===== config.mk =====
export PLATFORM = sky130hd
export DESIGN_NAME = wb_gain_statis
export DESIGN_NICKNAME = d
export VERILOG_FILES = /design/src/rtl/wb_gain_statis_pkg.sv /design/src/rtl/wb_gain_statis_mult.sv /design/src/rtl/wb_gain_statis.sv
export SDC_FILE = /design/constraint.sdc
export NUM_CORES = 1
export LEC_CHECK = 0
export CAP_MARGIN = 20
export CORE_MARGIN = 3
export CORE_UTILIZATION = 55
export DETAILED_ROUTE_END_ITERATION = 8
export HOLD_SLACK_MARGIN = 0.06
export PLACE_DENSITY = 0.77
export REMOVE_ABC_BUFFERS = 1
export SYNTH_ARGS = -nofsm -noshare
export SYNTH_HDL_FRONTEND = slang
export SYNTH_SLANG_ARGS = --single-unit

===== constraint.sdc =====
create_clock -name clk_sensor_pix -period 15.3 [get_ports clk_sensor_pix]
set_input_delay 2.295 -clock clk_sensor_pix [delete_from_list [all_inputs] [get_ports clk_sensor_pix]]
set_output_delay 2.295 -clock clk_sensor_pix [all_outputs]
set_load 0.01 [all_outputs]

===== src/rtl/wb_gain_statis_pkg.sv =====
// Shared types and helpers for the white-balance gain/statistics block:
// Bayer colour and pattern encodings, FSM states, unity gain and saturating add.
package wb_gain_statis_pkg;

  typedef enum logic [1:0] {BAYER_R, BAYER_GR, BAYER_GB, BAYER_B} bayer_color_e;
  typedef enum logic [1:0] {PAT_GR, PAT_RG, PAT_GB, PAT_BG} bayer_pattern_e;
  typedef enum logic [1:0] {ST_IDLE, ST_ACTIVE, ST_DONE} wb_state_e;

  localparam int DEFAULT_WB_RATIO = 8;

  function automatic int unsigned unity_gain(input int unsigned ratio);
    return 32'd1 << ratio;
  endfunction

  // Greens on the red row are GR, greens on the blue row are GB.
  function automatic bayer_color_e bayer_color(input bayer_pattern_e pat,
                                               input logic row_odd,
                                               input logic col_odd);
    bayer_color_e c;
    case (pat)
      PAT_GR:  c = row_odd ? (col_odd ? BAYER_GB : BAYER_B)  : (col_odd ? BAYER_R  : BAYER_GR);
      PAT_RG:  c = row_odd ? (col_odd ? BAYER_B  : BAYER_GB) : (col_odd ? BAYER_GR : BAYER_R);
      PAT_GB:  c = row_odd ? (col_odd ? BAYER_GR : BAYER_R)  : (col_odd ? BAYER_B  : BAYER_GB);
      default: c = row_odd ? (col_odd ? BAYER_R  : BAYER_GR) : (col_odd ? BAYER_GB : BAYER_B);
    endcase
    return c;
  endfunction

  // Adds two values and clamps the result to a w-bit all-ones ceiling.
  function automatic logic [63:0] sat_add(input logic [63:0] a,
                                          input logic [63:0] b,
                                          input int unsigned w);
    logic [64:0] sum;
    logic [63:0] max_val;
    max_val = (64'd1 << w) - 64'd1;
    sum     = {1'b0, a} + {1'b0, b};
    return (sum > {1'b0, max_val}) ? max_val : sum[63:0];
  endfunction

endpackage


===== src/rtl/wb_gain_statis_mult.sv =====
// Two-stage gain pipeline: stage 1 registers the full product, stage 2 the
// shifted and clamped pixel; frame/line valids travel alongside.
module wb_gain_mult #(
  parameter int DAT_W  = 10,
  parameter int GAIN_W = 11,
  parameter int RATIO  = 8
) (
  input  logic              clk,
  input  logic              reset,
  input  logic              i_fval,
  input  logic              i_lval,
  input  logic [DAT_W-1:0]  iv_pix_data,
  input  logic [GAIN_W-1:0] iv_gain,
  output logic              o_fval,
  output logic              o_lval,
  output logic [DAT_W-1:0]  ov_pix_data
);

  localparam int PROD_W = DAT_W + GAIN_W;

  logic [PROD_W-1:0] product;
  logic [PROD_W-1:0] shifted;
  logic [DAT_W-1:0]  sat_pix;
  logic              fval_s1;
  logic              lval_s1;

  always_ff @(posedge clk) begin
    if (reset) begin
      product <= '0;
      fval_s1 <= 1'b0;
      lval_s1 <= 1'b0;
    end else begin
      product <= PROD_W'(iv_pix_data) * PROD_W'(iv_gain);
      fval_s1 <= i_fval;
      lval_s1 <= i_lval;
    end
  end

  always_comb begin
    shifted = product >> RATIO;
    sat_pix = (shifted > PROD_W'({DAT_W{1'b1}})) ? {DAT_W{1'b1}} : shifted[DAT_W-1:0];
  end

  always_ff @(posedge clk) begin
    if (reset) begin
      o_fval      <= 1'b0;
      o_lval      <= 1'b0;
      ov_pix_data <= '0;
    end else begin
      o_fval      <= fval_s1;
      o_lval      <= lval_s1;
      ov_pix_data <= sat_pix;
    end
  end

endmodule


===== src/rtl/wb_gain_statis.sv =====
// White-balance block: per-channel gain on the Bayer stream plus per-channel
// raw sums over the AOI, published with an optional interrupt at frame end.
module wb_gain_statis
  import wb_gain_statis_pkg::*;
#(
  parameter logic [15:0] BAYER_PATTERN    = "GR",
  parameter int          SENSOR_DAT_WIDTH = 10,
  parameter int          WB_OFFSET_WIDTH  = 12,
  parameter int          WB_GAIN_WIDTH    = 11,
  parameter int          WB_STATIS_WIDTH  = 29,
  parameter int          WB_RATIO         = DEFAULT_WB_RATIO
) (
  input  logic                        clk_sensor_pix,
  input  logic                        reset,
  input  logic                        i_fval,
  input  logic                        i_lval,
  input  logic [SENSOR_DAT_WIDTH-1:0] iv_pix_data,
  input  logic                        i_interrupt_en_wb,
  input  logic [WB_OFFSET_WIDTH-1:0]  iv_wb_offset_x_start,
  input  logic [WB_OFFSET_WIDTH-1:0]  iv_wb_offset_width,
  input  logic [WB_OFFSET_WIDTH-1:0]  iv_wb_offset_y_start,
  input  logic [WB_OFFSET_WIDTH-1:0]  iv_wb_offset_height,
  input  logic [WB_GAIN_WIDTH-1:0]    iv_wb_gain_r,
  input  logic [WB_GAIN_WIDTH-1:0]    iv_wb_gain_g,
  input  logic [WB_GAIN_WIDTH-1:0]    iv_wb_gain_b,
  output logic                        o_fval,
  output logic                        o_lval,
  output logic [SENSOR_DAT_WIDTH-1:0] ov_pix_data,
  output logic [WB_STATIS_WIDTH-1:0]  ov_wb_statis_r,
  output logic [WB_STATIS_WIDTH-1:0]  ov_wb_statis_g,
  output logic [WB_STATIS_WIDTH-1:0]  ov_wb_statis_b,
  output logic                        o_interrupt
);

  localparam int OW = WB_OFFSET_WIDTH;
  localparam int GW = WB_GAIN_WIDTH;
  localparam int SW = WB_STATIS_WIDTH;
  localparam bayer_pattern_e PAT = (BAYER_PATTERN == "RG") ? PAT_RG :
                                   (BAYER_PATTERN == "GB") ? PAT_GB :
                                   (BAYER_PATTERN == "BG") ? PAT_BG : PAT_GR;
  localparam logic [GW-1:0] GAIN_UNITY = GW'(unity_gain(WB_RATIO));

  wb_state_e state, state_nxt;
  logic fval_d, lval_d;
  logic frame_start, frame_end, armed, fwd_fval, pix_valid;

  logic [OW-1:0] x_start_s, width_s, y_start_s, height_s;
  logic [OW-1:0] cur_x_start, cur_width, cur_y_start, cur_height;
  logic [GW-1:0] gain_r_s, gain_g_s, gain_b_s;
  logic [GW-1:0] cur_gain_r, cur_gain_g, cur_gain_b, gain_sel;

  logic [OW-1:0] x_cnt, y_cnt, x_pix, y_pix;
  logic          in_aoi;
  bayer_color_e  pix_color;

  logic [SW-1:0] acc_r, acc_g, acc_b;
  logic [SW-1:0] acc_r_nxt, acc_g_nxt, acc_b_nxt;

  logic [SENSOR_DAT_WIDTH-1:0] mult_pix;

  // fval_d resets high so a frame already running at reset release never looks like a start.
  always_ff @(posedge clk_sensor_pix) begin
    if (reset) begin
      state  <= ST_IDLE;
      fval_d <= 1'b1;
      lval_d <= 1'b0;
    end else begin
      state  <= state_nxt;
      fval_d <= i_fval;
      lval_d <= i_lval;
    end
  end

  always_comb begin
    state_nxt = state;
    case (state)
      ST_IDLE:   if (frame_start) state_nxt = ST_ACTIVE;
      ST_ACTIVE: if (!i_fval) state_nxt = ST_DONE;
      ST_DONE:   state_nxt = frame_start ? ST_ACTIVE : ST_IDLE;
      default:   state_nxt = ST_IDLE;
    endcase
  end

  always_comb begin
    frame_start = i_fval && !fval_d && (state != ST_ACTIVE);
    frame_end   = (state == ST_ACTIVE) && !i_fval;
    armed       = (state == ST_ACTIVE) || frame_start;
    fwd_fval    = i_fval && armed;
    pix_valid   = fwd_fval && i_lval;
  end

  // On the frame-start cycle the live registers apply, since shadows load only at its end.
  always_comb begin
    cur_gain_r  = frame_start ? iv_wb_gain_r         : gain_r_s;
    cur_gain_g  = frame_start ? iv_wb_gain_g         : gain_g_s;
    cur_gain_b  = frame_start ? iv_wb_gain_b         : gain_b_s;
    cur_x_start = frame_start ? iv_wb_offset_x_start : x_start_s;
    cur_width   = frame_start ? iv_wb_offset_width   : width_s;
    cur_y_start = frame_start ? iv_wb_offset_y_start : y_start_s;
    cur_height  = frame_start ? iv_wb_offset_height  : height_s;
  end

  always_ff @(posedge clk_sensor_pix) begin
    if (reset) begin
      gain_r_s  <= GAIN_UNITY;
      gain_g_s  <= GAIN_UNITY;
      gain_b_s  <= GAIN_UNITY;
      x_start_s <= '0;
      width_s   <= '0;
      y_start_s <= '0;
      height_s  <= '0;
    end else if (frame_start) begin
      gain_r_s  <= iv_wb_gain_r;
      gain_g_s  <= iv_wb_gain_g;
      gain_b_s  <= iv_wb_gain_b;
      x_start_s <= iv_wb_offset_x_start;
      width_s   <= iv_wb_offset_width;
      y_start_s <= iv_wb_offset_y_start;
      height_s  <= iv_wb_offset_height;
    end
  end

  always_ff @(posedge clk_sensor_pix) begin
    if (reset) begin
      x_cnt <= '0;
      y_cnt <= '0;
    end else begin
      x_cnt <= (i_fval && i_lval) ? x_cnt + 1'b1 : '0;
      if (frame_start)
        y_cnt <= '0;
      else if (i_fval && lval_d && !i_lval)
        y_cnt <= y_cnt + 1'b1;
    end
  end

  always_comb begin
    x_pix     = x_cnt;
    y_pix     = frame_start ? '0 : y_cnt;
    pix_color = bayer_color(PAT, y_pix[0], x_pix[0]);
    in_aoi    = ({1'b0, x_pix} >= {1'b0, cur_x_start}) &&
                ({1'b0, x_pix} <  ({1'b0, cur_x_start} + {1'b0, cur_width})) &&
                ({1'b0, y_pix} >= {1'b0, cur_y_start}) &&
                ({1'b0, y_pix} <  ({1'b0, cur_y_start} + {1'b0, cur_height}));
    case (pix_color)
      BAYER_R: gain_sel = cur_gain_r;
      BAYER_B: gain_sel = cur_gain_b;
      default: gain_sel = cur_gain_g;
    endcase
    mult_pix = pix_valid ? iv_pix_data : '0;
  end

  always_comb begin
    acc_r_nxt = frame_start ? '0 : acc_r;
    acc_g_nxt = frame_start ? '0 : acc_g;
    acc_b_nxt = frame_start ? '0 : acc_b;
    if (pix_valid && in_aoi) begin
      case (pix_color)
        BAYER_R: acc_r_nxt = SW'(sat_add(64'(acc_r_nxt), 64'(iv_pix_data), SW));
        BAYER_B: acc_b_nxt = SW'(sat_add(64'(acc_b_nxt), 64'(iv_pix_data), SW));
        default: acc_g_nxt = SW'(sat_add(64'(acc_g_nxt), 64'(iv_pix_data), SW));
      endcase
    end
  end

  // Publishing on the falling-edge cycle makes results and interrupt visible one cycle later.
  always_ff @(posedge clk_sensor_pix) begin
    if (reset) begin
      acc_r          <= '0;
      acc_g          <= '0;
      acc_b          <= '0;
      ov_wb_statis_r <= '0;
      ov_wb_statis_g <= '0;
      ov_wb_statis_b <= '0;
      o_interrupt    <= 1'b0;
    end else begin
      acc_r       <= acc_r_nxt;
      acc_g       <= acc_g_nxt;
      acc_b       <= acc_b_nxt;
      o_interrupt <= frame_end && i_interrupt_en_wb;
      if (frame_end) begin
        ov_wb_statis_r <= acc_r;
        ov_wb_statis_g <= acc_g;
        ov_wb_statis_b <= acc_b;
      end
    end
  end

  wb_gain_mult #(
    .DAT_W (SENSOR_DAT_WIDTH),
    .GAIN_W(WB_GAIN_WIDTH),
    .RATIO (WB_RATIO)
  ) u_gain_mult (
    .clk        (clk_sensor_pix),
    .reset      (reset),
    .i_fval     (fwd_fval),
    .i_lval     (pix_valid),
    .iv_pix_data(mult_pix),
    .iv_gain    (gain_sel),
    .o_fval     (o_fval),
    .o_lval     (o_lval),
    .ov_pix_data(ov_pix_data)
  );

endmodule


# ---- Word-level counts from Yosys, hierarchy flattened
# Cells that the tools add are included.
dict set report word_totals {
  input_bits 96
  regBits 319
  word_cells 101
}
dict set report op_classes {
  n_reduce_logical 23
  muxes 30
  magnitude_cmp 8
  n_addsub 7
  multipliers 1
  bitwise 1
  n_eq_ne 6
}
# cell count
set ops {}
lappend ops {{29-bit 2-to-1 mux} 12}
lappend ops {{29-bit by 10-bit adder with 30-bit output} 3}
lappend ops {{30-bit by 29-bit > comparator with 1-bit output, second input constant} 3}
lappend ops {{12-bit 2-to-1 mux} 5}
lappend ops {{11-bit 2-to-1 mux} 3}
lappend ops {{12-bit by 12-bit adder with 13-bit output} 2}
lappend ops {{12-bit by 13-bit < comparator with 1-bit output} 2}
lappend ops {{12-bit by 1-bit adder with 12-bit output, second input constant} 2}
lappend ops {{12-bit greater-or-equal comparator} 2}
lappend ops {{11-bit one-hot mux with 2 select lines} 1}
lappend ops {{10-bit by 11-bit multiplier with 21-bit output} 1}
lappend ops {{10-bit 2-to-1 mux} 2}
lappend ops {{13-bit by 10-bit > comparator with 1-bit output, second input constant} 1}
lappend ops {{1-bit logical AND} 13}
lappend ops {{2-bit 2-to-1 mux} 3}
lappend ops {{2-bit one-hot mux with 3 select lines} 1}
lappend ops {{2-bit OR reduction} 3}
lappend ops {{2-bit == test, second input constant} 2}
lappend ops {{2-bit logical NOT} 2}
lappend ops {{2-bit != test, second input constant} 2}
lappend ops {{1-bit logical NOT} 3}
lappend ops {{1-bit 2-to-1 mux} 3}
lappend ops {{2-bit by 1-bit == test with 1-bit output, second input constant} 1}
lappend ops {{2-bit by 1-bit != test with 1-bit output, second input constant} 1}
lappend ops {{other kinds (3)} 3}

# ---- Longest topological paths before layout
dict set report logic_depth {
  depth_word 11
  mapped_depth 29
}

# ---- Cells and area by module
# A second synthesis with hierarchy kept.
dict set report unflattened {
  cells_unflattened 2426
  hier_area_um2 19695.1
}
# mod area_per_inst_um2 n_inst cells_per_inst seq_area_each_um2
set by_module_without_submodules {}
lappend by_module_without_submodules {wb_gain_statis 15453.6 1 1952 5685.5}
lappend by_module_without_submodules {wb_gain_mult 4241.6 1 474 540.5}

# ---- Worst setup path after synthesis
# OpenSTA, ideal clock, no wires.
dict set report synth_timing {
  path_kind {in2reg}
  from {input port i_fval}
  to {register u_gain_mult.product[20]}
  slack_ps 6817
  cell_stages 26
  arrival_time_ps 8356
  required_ps 15172
  cell_sequence {nor2b_2 > nand2_1 > buf_2 > clkbuf_1 > clkbuf_1 > a32oi_1 > o31ai_1 > inv_1 > nand3_1 > fa_1 > fa_1 > inv_1 > fa_1 > fa_1 > inv_1 > fa_1 > inv_1 > ha_1 > a21o_1 > a21o_1 > a21oi_1 > o21ai_0 > o41ai_1 > o21ai_1 > xnor2_1 > nor2_1}
}
dict set report synth_via {
  elab_chain_len 7
  elab_cells_between_ends 15
  classes_between {mul (1); eq/ne (1); mux (7); reduce/logical (6)}
}
# element line_no
set synth_lines {}
lappend synth_lines {{start, declared} wb_gain_statis.sv:15} ;# input logic i_fval,
lappend synth_lines {{1-bit logical AND (2 in series)} wb_gain_statis.sv:85} ;# frame_start = i_fval && !fval_d && (state != ST_ACTIVE);
lappend synth_lines {{12-bit 2-to-1 mux / 1-bit logical OR (equally long branches)} {wb_gain_statis.sv:138, wb_gain_statis.sv:87}}
lappend synth_lines {{2-bit 2-to-1 mux / 1-bit logical AND (equally long branches)} {wb_gain_statis_pkg.sv:21, wb_gain_statis.sv:88}}
lappend synth_lines {{2-bit == test, or another cell as far along} wb_gain_statis.sv:144} ;# case (pix_color)
lappend synth_lines {{11-bit one-hot mux with 2 select lines / 10-bit 2-to-1 mux (equally long branches)} {wb_gain_statis.sv:144, wb_gain_statis.sv:149}}
lappend synth_lines {{10-bit by 11-bit multiplier with 21-bit output (*)} wb_gain_statis_mult.sv:33} ;# product <= PROD_W'(iv_pix_data) * PROD_W'(iv_gain);
lappend synth_lines {{end signal, assigned} wb_gain_statis_mult.sv:33}
lappend synth_lines {{end, declared} wb_gain_statis_mult.sv:21} ;# logic [PROD_W-1:0] product;
# Every way passes the cells marked *; elsewhere a longest branch is shown, timed or not.
# A chain may end at the register's enable or synchronous reset.

# ---- Final worst setup path
# Ends and elaborated chain as after synthesis.

==> impl_metrics.tcl <==
set metrics [dict create \
    drt-initial-drc-count 1178 \
    drive_gt1_share_pct 4.77 \
    cts_tree "yes" \
    crit_fanout 71 \
    required_ns 15.69 \
    setup-tns-final_ns 0 \
    first_global_vias 17200 \
    period_minus_slack_ns 9.65 \
    synth_mux_area_share_pct 2.85 \
    boundaryPins 196 \
    syn_inst 2403 \
    place_congestion 0.929 \
    yosys_warnings 0 \
    port_buffers 195 \
    gr-total-overflow 0 \
    skew_ns 0.0212 \
    grt_use_total_pct 27.0 \
    layout_common_cells "nand2_1 (437), dfxtp_1 (311), nor2_1 (218)" \
    worstHoldPathType "reg2reg" \
    crit_type "in2reg" \
    antenna_left 0 \
    r2r_setup_slack_ns 7.33 \
    insertion_delay_ns 0.56 \
    h-tree-depth 2 \
    cpMaxStageDelayCell "o41ai_1" \
    dieHeight_um 194 \
    maxCapViolCount 0 \
    synthAdderAreaFrac_pct 17.5 \
    nNetsFinal 2859 \
    cts_buffers 36 \
    synth_compound_area_share_pct 16.2 \
    finalSetupViolCount 0 \
    seq_area_um2 6230 \
    drc 0 \
    die_area_um2 37800 \
    cp_slowest_stage_delay_ns 0.75 \
    slew_violations 0 \
    critPathLaunchType "input port" \
    crit_path_end_kind "flip-flop" \
    p_leak_nw 9.86 \
    via_per_inst 5.81 \
    vias 17500 \
    cts-root-buf "clkbuf_16" \
    final_core_util_pct 66.1 \
    crit_buf_inv 4 \
    slew_headroom_pct 30.8 \
    wl_um 52000 \
    path_delay_family "adder cells" \
    synth_edf_count 0 \
    antenna_found_initial 0 \
    netlist_area_um2 19500 \
    layout_setup_ws_ns 5.65 \
    die_x_um 194 \
    ys_seq_area_share_pct 31.9 \
    multi_input_area_um2 12300 \
    status "finished clean" \
    row_count 68 \
    powerDensity_nw_per_um2 83.5 \
    synth_top_family_by_area "simple AND/OR/NAND/NOR gates" \
    place_hpwl_um 37300 \
    area_delta_synth_final_pct 17.6 \
    synthSimpleGateAreaFrac_pct 22.8 \
    async_reset_ff_share_pct 0 \
    rsz0062_at_grt "false" \
    cts_resized 0 \
    cts_sinks 311 \
    finalCritPeriodShare_pct 63.0 \
    post_cts_buffers 0 \
    clockBufferDepth 3 \
    ys_types 83 \
    drt-pass1-iter-count 9 \
    grt_pass1_wl_um 85600 \
    arrival_ns 10.04 \
    synth_xor_area_share_pct 3.46 \
    synth_top_area_share_pct 31.9 \
    worst_slew_pin_slew_ns 1.03 \
    max_freq_mhz 104 \
    grt_max_degree 121 \
    synth_ff_type "dfxtp_1" \
    place_ws_ns 5.15 \
    hold_viol 0 \
    synthTopCellsByArea "dfxtp_1 (32%), ha_1 (9.9%), nand2_1 (8.4%)" \
    coreArea_um2 34700 \
    diodes 0 \
    wl_per_cell_um 17.2 \
    yosys_register_bits 311 \
    vdd_drop_max_uv 73.2 \
    fill_cells 2991 \
    clkTransAtPathRegs_ns 0.05 \
    start_util_pct 56.2 \
    synth_top_area_cell "dfxtp_1" \
    synth_area_per_cell_um2 8.12 \
    cts_hold_buf 0 \
    final_common_cell "nand2_1" \
    timing.critical_path.mode_cell "fa_1" \
]
[state kept, by name, summed over array words and instances, names as in the netlist, 13 cells and up]
name	count
acc_b	29
acc_g	29
acc_r	29
ov_wb_statis_b	29
ov_wb_statis_g	29
ov_wb_statis_r	29
u_gain_mult.product	13
[path summary, 6_finish.rpt]
kind	startpoint	end	depth (start not counted)
max	i_fval	u_gain_mult.product[20]$_SDFF_PP0_	25
min	u_gain_mult.product[13]$_SDFF_PP0_	u_gain_mult.ov_pix_data[5]$_SDFF_PP0_	2
max reg2reg	y_cnt[0]$_SDFFE_PP0P_	u_gain_mult.product[20]$_SDFF_PP0_	25
min reg2reg	u_gain_mult.product[13]$_SDFF_PP0_	u_gain_mult.ov_pix_data[5]$_SDFF_PP0_	2
[cell families after synthesis]
kind of cell,after synthesis
AOI/OAI and AO/OA,493
xor gates and xnor gates,77
adders and majority gates,229
buffers and inverters,261
DFF,311
muxes,50
and+or+nand+nor,982
[power breakdown]
group	total [mW]	internal (mW)	switching, mW
Sequential	0.824	0.820	0.00455
Clock	0.901	0.541	0.360
Combinational	0.191	0.0763	0.115
[per-layer routing]
metal	GRT usage [%]	wire length, um	vias to the layer above	part of all wire, %
met5	0	0	-	0
met4	11.1	2160	0	4.2
met3	5.11	3160	126	6.1
met2	44.9	24300	541	47
met1	34.8	22400	8296	43
li1	-	-	8534	-
[cell type report]
cell class	instances	area share (%)
Clock buffer	49	4.45
Clock inverter	14	0.965
Multi-Input combinational cell	1831	53.6
Timing Repair Buffer	212	9.08
Sequential cell	311	27.1
Tap cell	455	2.48
Inverter	142	2.32
[synth_stat cells (all sizes together) (24+ instances only)]
library cell    n
a211oi         35
a21o           36
a21oi         217
and2           38
and3           29
buf            29
clkbuf         90
dfxtp         311
fa             74
ha            155
inv           142
mux2i          41
nand2         441
nand2b         29
nand3          62
nand4          28
nor2          220
nor2b          24
nor3           49
o21ai          55
xnor2          46
xor2           31
[worst reg2reg max path: cells and delay by family (launching register included)]
| kind | cells | cell delay (ns) |
|---|---|---|
| muxes | 2 | 0.78 |
| DFF | 1 | 0.88 |
| buffers and inverters | 6 | 0.74 |
| xor gates and xnor gates | 1 | 0.20 |
| and+or+nand+nor | 5 | 0.57 |
| AOI/OAI and AO/OA | 5 | 1.69 |
| adders and majority gates | 6 | 2.91 |
[metrics by stage]
| stage | hold slack (ns) | cell area, um^2 | instances | total power [mW] |
|---|---|---|---|---|
| 2_1_floorplan | 0.414 | 19000 | 2284 | 0.950 |
| 3_3_place_gp | 0.419 | 21700 | 2950 | 1.03 |
| 3_5_place_dp | 0.426 | 21700 | 2950 | 1.03 |
| 4_1_cts | 0.442 | 22900 | 3013 | 1.94 |
| 5_1_grt | 0.459 | 22900 | 3014 | 1.99 |
| 6_report | 0.439 | 22900 | 3014 | 1.92 |
Power figures use the tool's default switching activity.
